File: src/rtl/adc_frame_pkg.sv
// adc_frame_pkg: shared state types, default parameters and frame sizing helper for the ADC frame serializer
package adc_frame_pkg;

    typedef enum logic [2:0] {
        S_IDLE,
        S_CS_SETUP,
        S_RD_LOW,
        S_RD_HIGH,
        S_WAIT_BUF,
        S_DRAIN
    } rd_state_t;

    typedef enum logic [1:0] {
        SH_IDLE,
        SH_LOW,
        SH_HIGH
    } sh_state_t;

    localparam int DEF_ADC_CHIPS   = 4;
    localparam int DEF_CH_PER_CHIP = 4;
    localparam int DEF_DATA_W      = 12;
    localparam int DEF_RD_LOW_CYC  = 2;
    localparam int DEF_RD_HIGH_CYC = 2;
    localparam int DEF_SCLK_DIV    = 1;
    localparam bit DEF_MSB_FIRST   = 1'b1;

    function automatic int FRAME_BITS(input int chips, input int channels, input int width);
        return chips * channels * width;
    endfunction

endpackage

File: src/rtl/spi_word_shifter.sv
// spi_word_shifter: CPOL=1/CPHA=1 word shifter with load/ready handshake, sclk divider and bit ordering
module spi_word_shifter
    import adc_frame_pkg::*;
#(
    parameter int DATA_W    = DEF_DATA_W,
    parameter int SCLK_DIV  = DEF_SCLK_DIV,
    parameter bit MSB_FIRST = DEF_MSB_FIRST
) (
    input  logic              clkin,
    input  logic              rst_bar,
    input  logic              load,
    input  logic [DATA_W-1:0] din,
    output logic              ready,
    output logic              idle,
    output logic              done,
    output logic              sclk,
    output logic              mosi
);
    localparam int DW = $clog2(SCLK_DIV + 1);
    localparam int BW = $clog2(DATA_W + 1);

    sh_state_t         state, state_nxt;
    logic [DW-1:0]     div;
    logic [BW-1:0]     bit_cnt;
    logic [DATA_W-1:0] sr;
    logic              half_end, last_bit;

    assign half_end = div == DW'(SCLK_DIV - 1);
    assign last_bit = bit_cnt == BW'(DATA_W - 1);
    assign idle     = state == SH_IDLE;
    // A new word may be taken on the edge that closes the last high half-period.
    assign ready    = idle || (state == SH_HIGH && half_end && last_bit);
    assign done     = ready && !idle && !load;

    always_comb begin
        state_nxt = state;
        if (load && ready)
            state_nxt = SH_LOW;
        else if (state == SH_LOW && half_end)
            state_nxt = SH_HIGH;
        else if (state == SH_HIGH && half_end)
            state_nxt = last_bit ? SH_IDLE : SH_LOW;
    end

    always_ff @(posedge clkin or negedge rst_bar) begin
        if (!rst_bar) begin
            state   <= SH_IDLE;
            div     <= '0;
            bit_cnt <= '0;
            sr      <= '0;
            sclk    <= 1'b1;
            mosi    <= 1'b0;
        end else begin
            state <= state_nxt;
            div   <= (state_nxt != state || idle) ? '0 : div + 1'b1;
            if (load && ready) begin
                sclk    <= 1'b0;
                bit_cnt <= '0;
                mosi    <= MSB_FIRST ? din[DATA_W-1] : din[0];
                sr      <= MSB_FIRST ? din << 1 : din >> 1;
            end else if (state == SH_LOW && half_end) begin
                sclk <= 1'b1;
            end else if (state == SH_HIGH && half_end && !last_bit) begin
                sclk    <= 1'b0;
                bit_cnt <= bit_cnt + 1'b1;
                mosi    <= MSB_FIRST ? sr[DATA_W-1] : sr[0];
                sr      <= MSB_FIRST ? sr << 1 : sr >> 1;
            end
        end
    end

endmodule

File: src/rtl/adc_frame_serializer.sv
// adc_frame_serializer: reads every ADC chip/channel over the parallel bus and streams the words in one spi_cs frame
module adc_frame_serializer
    import adc_frame_pkg::*;
#(
    parameter int ADC_CHIPS   = DEF_ADC_CHIPS,
    parameter int CH_PER_CHIP = DEF_CH_PER_CHIP,
    parameter int DATA_W      = DEF_DATA_W,
    parameter int RD_LOW_CYC  = DEF_RD_LOW_CYC,
    parameter int RD_HIGH_CYC = DEF_RD_HIGH_CYC,
    parameter int SCLK_DIV    = DEF_SCLK_DIV,
    parameter bit MSB_FIRST   = DEF_MSB_FIRST
) (
    input  logic                 clkin,
    input  logic                 rst_bar,
    input  logic                 enable,
    input  logic [DATA_W-1:0]    db,
    output logic [ADC_CHIPS-1:0] cs_bar,
    output logic                 rd_bar,
    output logic                 sclk,
    output logic                 spi_cs,
    output logic                 mosi,
    output logic                 busy,
    output logic                 frame_done,
    output logic                 overrun
);
    localparam int CHW = $clog2(ADC_CHIPS + 1);
    localparam int CNW = $clog2(CH_PER_CHIP + 1);
    localparam int CYW = $clog2((RD_LOW_CYC > RD_HIGH_CYC ? RD_LOW_CYC : RD_HIGH_CYC) + 1);

    rd_state_t         state, state_nxt;
    logic [CHW-1:0]    chip;
    logic [CNW-1:0]    ch;
    logic [CYW-1:0]    cyc;
    logic [DATA_W-1:0] hold;
    logic              hold_valid;
    logic              sh_ready, sh_idle, sh_done, sh_load;
    logic              capture, low_end, high_end, last_ch, last_chip;

    assign low_end    = cyc == CYW'(RD_LOW_CYC - 1);
    assign high_end   = cyc == CYW'(RD_HIGH_CYC - 1);
    assign last_ch    = ch == CNW'(CH_PER_CHIP - 1);
    assign last_chip  = chip == CHW'(ADC_CHIPS - 1);
    assign capture    = state == S_RD_LOW && low_end;
    assign sh_load    = hold_valid && sh_ready;
    assign busy       = state != S_IDLE;
    assign frame_done = state == S_DRAIN && !hold_valid && sh_idle;
    assign rd_bar     = state != S_RD_LOW;
    assign cs_bar     = (busy && state != S_DRAIN) ? ~(ADC_CHIPS'(1) << chip) : '1;

    always_comb begin
        state_nxt = state;
        case (state)
            S_IDLE:     state_nxt = enable ? S_CS_SETUP : S_IDLE;
            S_CS_SETUP: state_nxt = hold_valid ? S_WAIT_BUF : S_RD_LOW;
            S_WAIT_BUF: state_nxt = hold_valid ? S_WAIT_BUF : S_RD_LOW;
            S_RD_LOW:   state_nxt = low_end ? S_RD_HIGH : S_RD_LOW;
            S_RD_HIGH:
                if (high_end)
                    state_nxt = !last_ch ? (hold_valid ? S_WAIT_BUF : S_RD_LOW)
                              : last_chip ? S_DRAIN : S_CS_SETUP;
            S_DRAIN:    state_nxt = frame_done ? S_IDLE : S_DRAIN;
            default:    state_nxt = S_IDLE;
        endcase
    end

    always_ff @(posedge clkin or negedge rst_bar) begin
        if (!rst_bar) begin
            state      <= S_IDLE;
            chip       <= '0;
            ch         <= '0;
            cyc        <= '0;
            hold       <= '0;
            hold_valid <= 1'b0;
            spi_cs     <= 1'b1;
            overrun    <= 1'b0;
        end else begin
            state <= state_nxt;
            cyc   <= (state_nxt != state) ? '0 : cyc + 1'b1;
            if (state == S_IDLE && enable) begin
                chip <= '0;
                ch   <= '0;
            end else if (state == S_RD_HIGH && high_end) begin
                ch   <= last_ch ? '0 : ch + 1'b1;
                chip <= last_ch ? chip + 1'b1 : chip;
            end
            if (capture)
                hold <= db;
            // A capture on the same edge as a shifter load keeps the register full.
            hold_valid <= capture || (hold_valid && !sh_load);
            if (sh_load)
                spi_cs <= 1'b0;
            else if (state == S_DRAIN && !hold_valid && (sh_done || sh_idle))
                spi_cs <= 1'b1;
            overrun <= enable && busy;
        end
    end

    spi_word_shifter #(
        .DATA_W   (DATA_W),
        .SCLK_DIV (SCLK_DIV),
        .MSB_FIRST(MSB_FIRST)
    ) u_shifter (
        .clkin  (clkin),
        .rst_bar(rst_bar),
        .load   (sh_load),
        .din    (hold),
        .ready  (sh_ready),
        .idle   (sh_idle),
        .done   (sh_done),
        .sclk   (sclk),
        .mosi   (mosi)
    );

endmodule

File: config.mk
export PLATFORM = sky130hd
export DESIGN_NAME = adc_frame_serializer
export DESIGN_NICKNAME = d
export VERILOG_FILES = /design/src/rtl/adc_frame_pkg.sv /design/src/rtl/spi_word_shifter.sv /design/src/rtl/adc_frame_serializer.sv
export SDC_FILE = /design/constraint.sdc
export NUM_CORES = 1
export LEC_CHECK = 0
export ABC_AREA = 1
export BUFFER_PORTS_ARGS = -buffer_cell sky130_fd_sc_hd__buf_4
export CAP_MARGIN = 20
export CORE_MARGIN = 4
export CORE_UTILIZATION = 55
export DETAILED_ROUTE_END_ITERATION = 16
export PLACE_DENSITY = 0.84
export SYNTH_ARGS = -nofsm -noshare
export SYNTH_HDL_FRONTEND = slang
export SYNTH_SLANG_ARGS = --single-unit
File: constraint.sdc
create_clock -name clkin -period 1.8 [get_ports clkin]
set_clock_uncertainty 0.05 [all_clocks]
set_input_delay 0.27 -clock clkin [delete_from_list [all_inputs] [get_ports clkin]]
set_output_delay 0.27 -clock clkin [all_outputs]
set_load 0.01 [all_outputs]
# Word level (Yosys, flattened, before mapping)

Index checks and enable logic that the tools add are counted.

Reductions and logical operators: 36
Mux-type cells: 35
Bitwise operators: 2
$add $sub $neg: 5
Equality and inequality tests: 16
Shift operators: 1

Operators with widths:

| operator                                        | count |
|---|---|
| 2-to-1 mux 12 bit                               | 3 |
| 2-to-1 mux 3 bit                                | 11 |
| logical AND 1 bit                               | 17 |
| 2-to-1 mux 4 bit                                | 4 |
| case mux 3 bit (5 select lines)                 | 1 |
| == test 3 x 2 -> 1 bit, second input constant   | 4 |
| 2-to-1 mux 1 bit                                | 12 |
| 2-to-1 mux 2 bit                                | 4 |
| nonzero test 2 bit                              | 4 |
| adder 3 x 1 -> 3 bit, second input constant     | 2 |
| == test 3 bit, second input constant            | 2 |
| nonzero test 3 bit                              | 2 |
| adder 4 x 1 -> 4 bit, second input constant     | 1 |
| == test 2 x 1 -> 1 bit, second input constant   | 2 |
| == test 4 bit, second input constant            | 1 |
| zero test 1 bit                                 | 4 |
| logical OR 1 bit                                | 4 |
| inverter 4 bit                                  | 1 |
| AND reduction 2 bit                             | 2 |
| left shift 1 x 3 -> 4 bit, first input constant | 1 |
| == test 3 x 1 -> 1 bit, second input constant   | 1 |
| zero test 3 bit                                 | 1 |
| != test 3 x 2 -> 1 bit, second input constant   | 1 |
| != test 3 bit                                   | 1 |
| 9 further kinds                                 | 9 |

Input bits: 15
Logic and storage cells: 109
Register bits after elaboration: 47
Output and inout port bits: 11

# Longest topological paths before layout

Depth in word-level cells: 11
Gate-level depth with buffers: 11
Gate-level depth less buffers: 10

# Hierarchy

A second synthesis with hierarchy kept.

Cell total of the unflattened synthesis: 280
Area total of the unflattened synthesis: 2,501.1 µm²

By module, submodules not included:

| module               | area each (µm²) | times used | sequential area each (µm²) | cells an instance |
|---|---|---|---|---|
| adc_frame_serializer | 1,296.2         | 1          | 651.9                      | 120 |
| spi_word_shifter     | 1,204.9         | 1          | 501.7                      | 160 |

# Worst setup path before layout

No wires, ideal clock.

Path type: register to register
Start: register u_shifter.bit_cnt[0]
End: register u_shifter.sr[11]
Stages on the path, launching flop included: 7
Buffers on the path: 1
Period minus slack after synthesis: 1.464 ns
Setup time: 0.129 ns
Arrival: 1.285 ns
Setup slack: 0.336 ns
Cells stage by stage: dfrtp_1 -> ha_1 -> nand3_1 -> nand4_1 -> buf_2 -> o21ai_0 -> o21ai_0

Word-level cells in the longest chain between the ends: 7
Elaborated cells between the ends (all ways): 11
Those cells by class: eq/ne: 2; mux: 1; reduce/logical: 8

RTL lines:

| what                                                                   | line                       | source |
|---|---|---|
| from (decl)                                                            | spi_word_shifter.sv:24     | `logic [BW-1:0] bit_cnt;` |
| from (signal assigned)                                                 | spi_word_shifter.sv:65     | `bit_cnt <= bit_cnt + 1'b1;` |
| == test 4 bit (*)                                                      | spi_word_shifter.sv:29     | `assign last_bit = bit_cnt == BW'(DATA_W - 1);` |
| logical AND 1 bit                                                      | spi_word_shifter.sv:32     | `assign ready = idle \|\| (state == SH_HIGH && half_end && last_bit);` |
| logical OR 1 bit                                                       | spi_word_shifter.sv:32     |  |
| logical AND 1 bit                                                      | adc_frame_serializer.sv:44 | `assign sh_load = hold_valid && sh_ready;` |
| logical AND 1 bit                                                      | spi_word_shifter.sv:56     | `if (load && ready) begin` |
| != test 2 x 1 -> 1 bit (no line) or nonzero test 2 bit (tied branches) | -                          |  |
| AND reduction 2 bit (no line)                                          | -                          |  |
| to (signal assigned)                                                   | spi_word_shifter.sv:60     | `sr <= MSB_FIRST ? din << 1 : din >> 1;` |
| to (signal assigned)                                                   | spi_word_shifter.sv:67     | `sr <= MSB_FIRST ? sr << 1 : sr >> 1;` |
| to (decl)                                                              | spi_word_shifter.sv:25     | `logic [DATA_W-1:0] sr;` |

Mark *: on every way between the ends. The rest lies on a longest branch, timed or not.
A chain may end at the register's enable or synchronous reset.

# Worst setup path in the final report

Start: register state[1]
End: output cs_bar[2]

Word-level cells in the longest chain between the ends: 3
Elaborated cells between the ends (all ways): 4
Those cells by class: eq/ne: 1; mux: 1; reduce/logical: 2

RTL lines:

| what                                                | line                                                   | source |
|---|---|---|
| from (decl)                                         | adc_frame_serializer.sv:30                             | `rd_state_t state, state_nxt;` |
| from (signal assigned)                              | adc_frame_serializer.sv:77                             | `state <= state_nxt;` |
| != test 3 bit or nonzero test 3 bit (tied branches) | adc_frame_serializer.sv:48, adc_frame_serializer.sv:45 |  |
| logical AND 1 bit (*)                               | adc_frame_serializer.sv:48                             | `assign cs_bar = (busy && state != S_DRAIN) ? ~(ADC_CHIPS'(1) << chip) : '1;` |
| 2-to-1 mux 4 bit (*)                                | adc_frame_serializer.sv:48                             |  |
| to (decl)                                           | adc_frame_serializer.sv:17                             | `output logic [ADC_CHIPS-1:0] cs_bar,` |

Marked as above.

==> results.yml <==
run_status:
  outcome: "completed"
route:
  drt_pass1_iterations: 4
  drtAntennaViolNets: 0
  drc: 0
  num_vias: 1765
  wire_per_inst_um: 13.2
  first_iter_violations: 147
  routed_wl_um: 4450
  viasPerCell: 5.24
die:
  initial_core_util: 0.571
  core_sq_um: 4030
  ios: 26
  die_h_um: 72.7
  fp.dieW_um: 72.7
  fp.dieArea_sq_um: 5290
  row_count: 23
min_path:
  min_to: "hold[1]"
  whs_path_depth: 2
  hold_start: "db[1]"
  hold_class: "in2reg"
worst_setup_path:
  critical_path_class: "reg2out"
  path_buf_inv: 3
  worstPathMaxFanout: 4
  worst-path-stages: 8
  reg2reg_depth: 8
  cp_slowest_cell: "dfrtp_2"
  startpoint_type: "register"
  r2r_setup_slack_ns: 0.16
  reg2reg_to: "u_shifter.bit_cnt[2]"
  cp.arrival_ns: 1.43
  required_ns: 1.48
  critPathCaptureType: "primary output"
  path_delay_family: "flip-flops"
  path_cells: "inv_2 > nand2_2 > nor2_2 > inv_2 > nand2_2 > nor2_4 > nand2_1 > buf_4"
  slowest_delay_ns: 0.45
  r2r_start: "u_shifter.bit_cnt[0]"
clock_tree:
  cts-root-buf: "clkbuf_8"
  cts_inserted_buffers: 5
  ctsHtreeMaxLevel: 2
  cts_tree: "built"
  cts.sinks: 46
  clk_pin_slew_ns: 0.09
  cts_buffer_depth: 2
  clk_latency_ns: 0.31
synthesis:
  ys_types: 26
  yosysSeqAreaShare: 0.501
  synth_top_area_cell: "dfrtp_1"
  synth_area_leaders: "dfrtp_1 (48%), nand2_1 (12%), o21ai_0 (6.5%)"
  postSynthAreaPerCell_sq_um: 9.10
  syn_inst: 253
  synth_top_area_frac: 0.478
  synth-seq-cells: 46
  yosysWarnings: 0
  synth_area_sq_um: 2300
  syn_nets: 276
final_layout:
  mostFrequentLayoutCell: "nand2_1"
  nNetsFinal: 309
  drive_gt1_frac: 0.254
  area_growth_pct: 16.6
  num_antenna_cells: 0
  finalNonFillerCells: 337
  final_cell_mix: "nand2_1 (69), dfrtp_1 (41), o21ai_0 (30), buf_4 (30), inv_1 (28)"
  fill_cells: 346
power_and_ir_drop:
  cellLeakagePower_nw: 1.34
  powerDensity_nw_per_um2: 665
  ir_drop_mv: 0.483
global_routing:
  grt_pass1_vias: 1712
  grt_start_max_net_pins: 47
  grt_pass1_wl_um: 7600
  grtUsageTotal: 0.186
  antenna_found_initial: 0
  grt_overflow: 0
placement:
  dp.cells: 324
  globalplace.congestion: 0.798
  io_buffers: 25
  dpl_worst_slack_ns: 0.174
  hpwl_um: 2980
sta:
  worstMarginPinSlew_ns: 0.571
  min_period_ns: 1.75
  setup-violations-final: 0
  fin_crit_sh: 0.971
  setup-tns-final_ns: 0
  maxSlewHeadroom: 0.619
  slew_viol_final: 0
  layout_setup_ws_ns: 0.0524
  timing.fmax_mhz: 572
  hold_viol: 0
run:
  drv_cap: 0
## worst max path at each step
stage | start | end | slack (ns)
floorplan | u_shifter.bit_cnt[0] | u_shifter.sr[11] | 0.34
global placement | u_shifter.bit_cnt[0] | u_shifter.bit_cnt[2] | 0.25
detailed placement | u_shifter.bit_cnt[0] | u_shifter.bit_cnt[2] | 0.17
CTS | state[1] | cs_bar[2] | 0.0001
global route | state[1] | cs_bar[2] | -0.06
finish | state[1] | cs_bar[2] | 0.05
## metrics by stage
stage	area, sq um	total power, mW	hold WS, ns	util
4_1_cts	2630	1.80	0.133	0.653
3_5_place_dp	2520	1.15	0.258	0.627
3_3_place_gp	2520	1.15	0.250	0.627
2_1_floorplan	2300	1.10	-0.0756	-
6_report	2690	1.79	0.139	0.666
5_1_grt	2690	1.85	0.129	0.666
## layout make-up
| cell class | instances | area, sq um | share of cell area |
|---|---|---|---|
| clock buffer | 7 | 86.3 | 0.0322 |
| clock inverter | 1 | 5.00 | 0.00186 |
| multi-input combinational | 170 | 1000 | 0.372 |
| timing repair buffer | 32 | 255 | 0.0951 |
| sequential | 46 | 1160 | 0.431 |
| inverter | 31 | 119 | 0.0443 |
| tap | 50 | 62.6 | 0.0233 |
## power breakdown
| group | switching, mW | leakage [nW] | internal, mW | total, mW |
|---|---|---|---|---|
| clock network | 0.346 | 0.0482 | 0.310 | 0.657 |
| logic | 0.0304 | 0.732 | 0.0393 | 0.0697 |
| registers | 0.00964 | 0.557 | 1.05 | 1.06 |
## what timing repair did
| item | in CTS | in global routing |
|---|---|---|
| hold buffers | 1 | 0 |
| setup buffers | 0 | 4 |
| setup endpoints to repair | 3 | 3 |
| pin swaps | 0 | 2 |
| endpoints found under the hold margin | 44 | 0 |
| resized for setup | 4 | 10 |
## Yosys cell counts, drive strengths merged
| cell | instances |
|---|---|
| a21boi | 1 |
| a21oi | 8 |
| a31oi | 1 |
| buf | 6 |
| dfrtp | 44 |
| dfstp | 2 |
| ha | 8 |
| inv | 31 |
| mux2 | 12 |
| nand2 | 72 |
| nand3 | 12 |
| nand4 | 3 |
| nor2 | 19 |
| o2111ai | 1 |
| o21ai | 32 |
| xnor2 | 1 |
## sequential cells by signal (all words and copies together) (netlist names), 2 cells and up
| signal | flops |
|---|---|
| hold | 12 |
| u_shifter.sr | 11 |
| u_shifter.bit_cnt | 4 |
| ch | 3 |
| chip | 3 |
| state | 3 |
| cyc | 2 |
| u_shifter.state | 2 |
## worst reg2reg max path, cell delays in order (launching register included)
cell     delay, ns
dfrtp_1       0.42
ha_1          0.27
nand3_1       0.14
nor2_2        0.07
nor2_2        0.15
inv_1         0.09
nand2_1       0.19
o21ai_0       0.12
nor2_1        0.09
## layer usage
layer | routed length, um | vias to the layer above | GRT usage | share of wire
met2 | 2190 | 44 | 0.311 | 0.49
li1 | - | 880 | - | -
met5 | 0 | - | 0 | 0
met4 | 57 | 0 | 0.0697 | 0.013
met1 | 1990 | 837 | 0.232 | 0.45
met3 | 215 | 4 | 0.0455 | 0.048
## kinds of logic after synthesis
family	after synthesis	share of synthesized area
AOI/OAI and AO/OA	43	0.103
xor gates and xnor gates	1	0.00381
muxes	12	0.0717
buffers and inverters	37	0.0745
and+or+nand+nor	106	0.202
adders and majority gates	8	0.0435
DFF	46	0.501
Note: power is estimated with default switching activity, not from simulation.
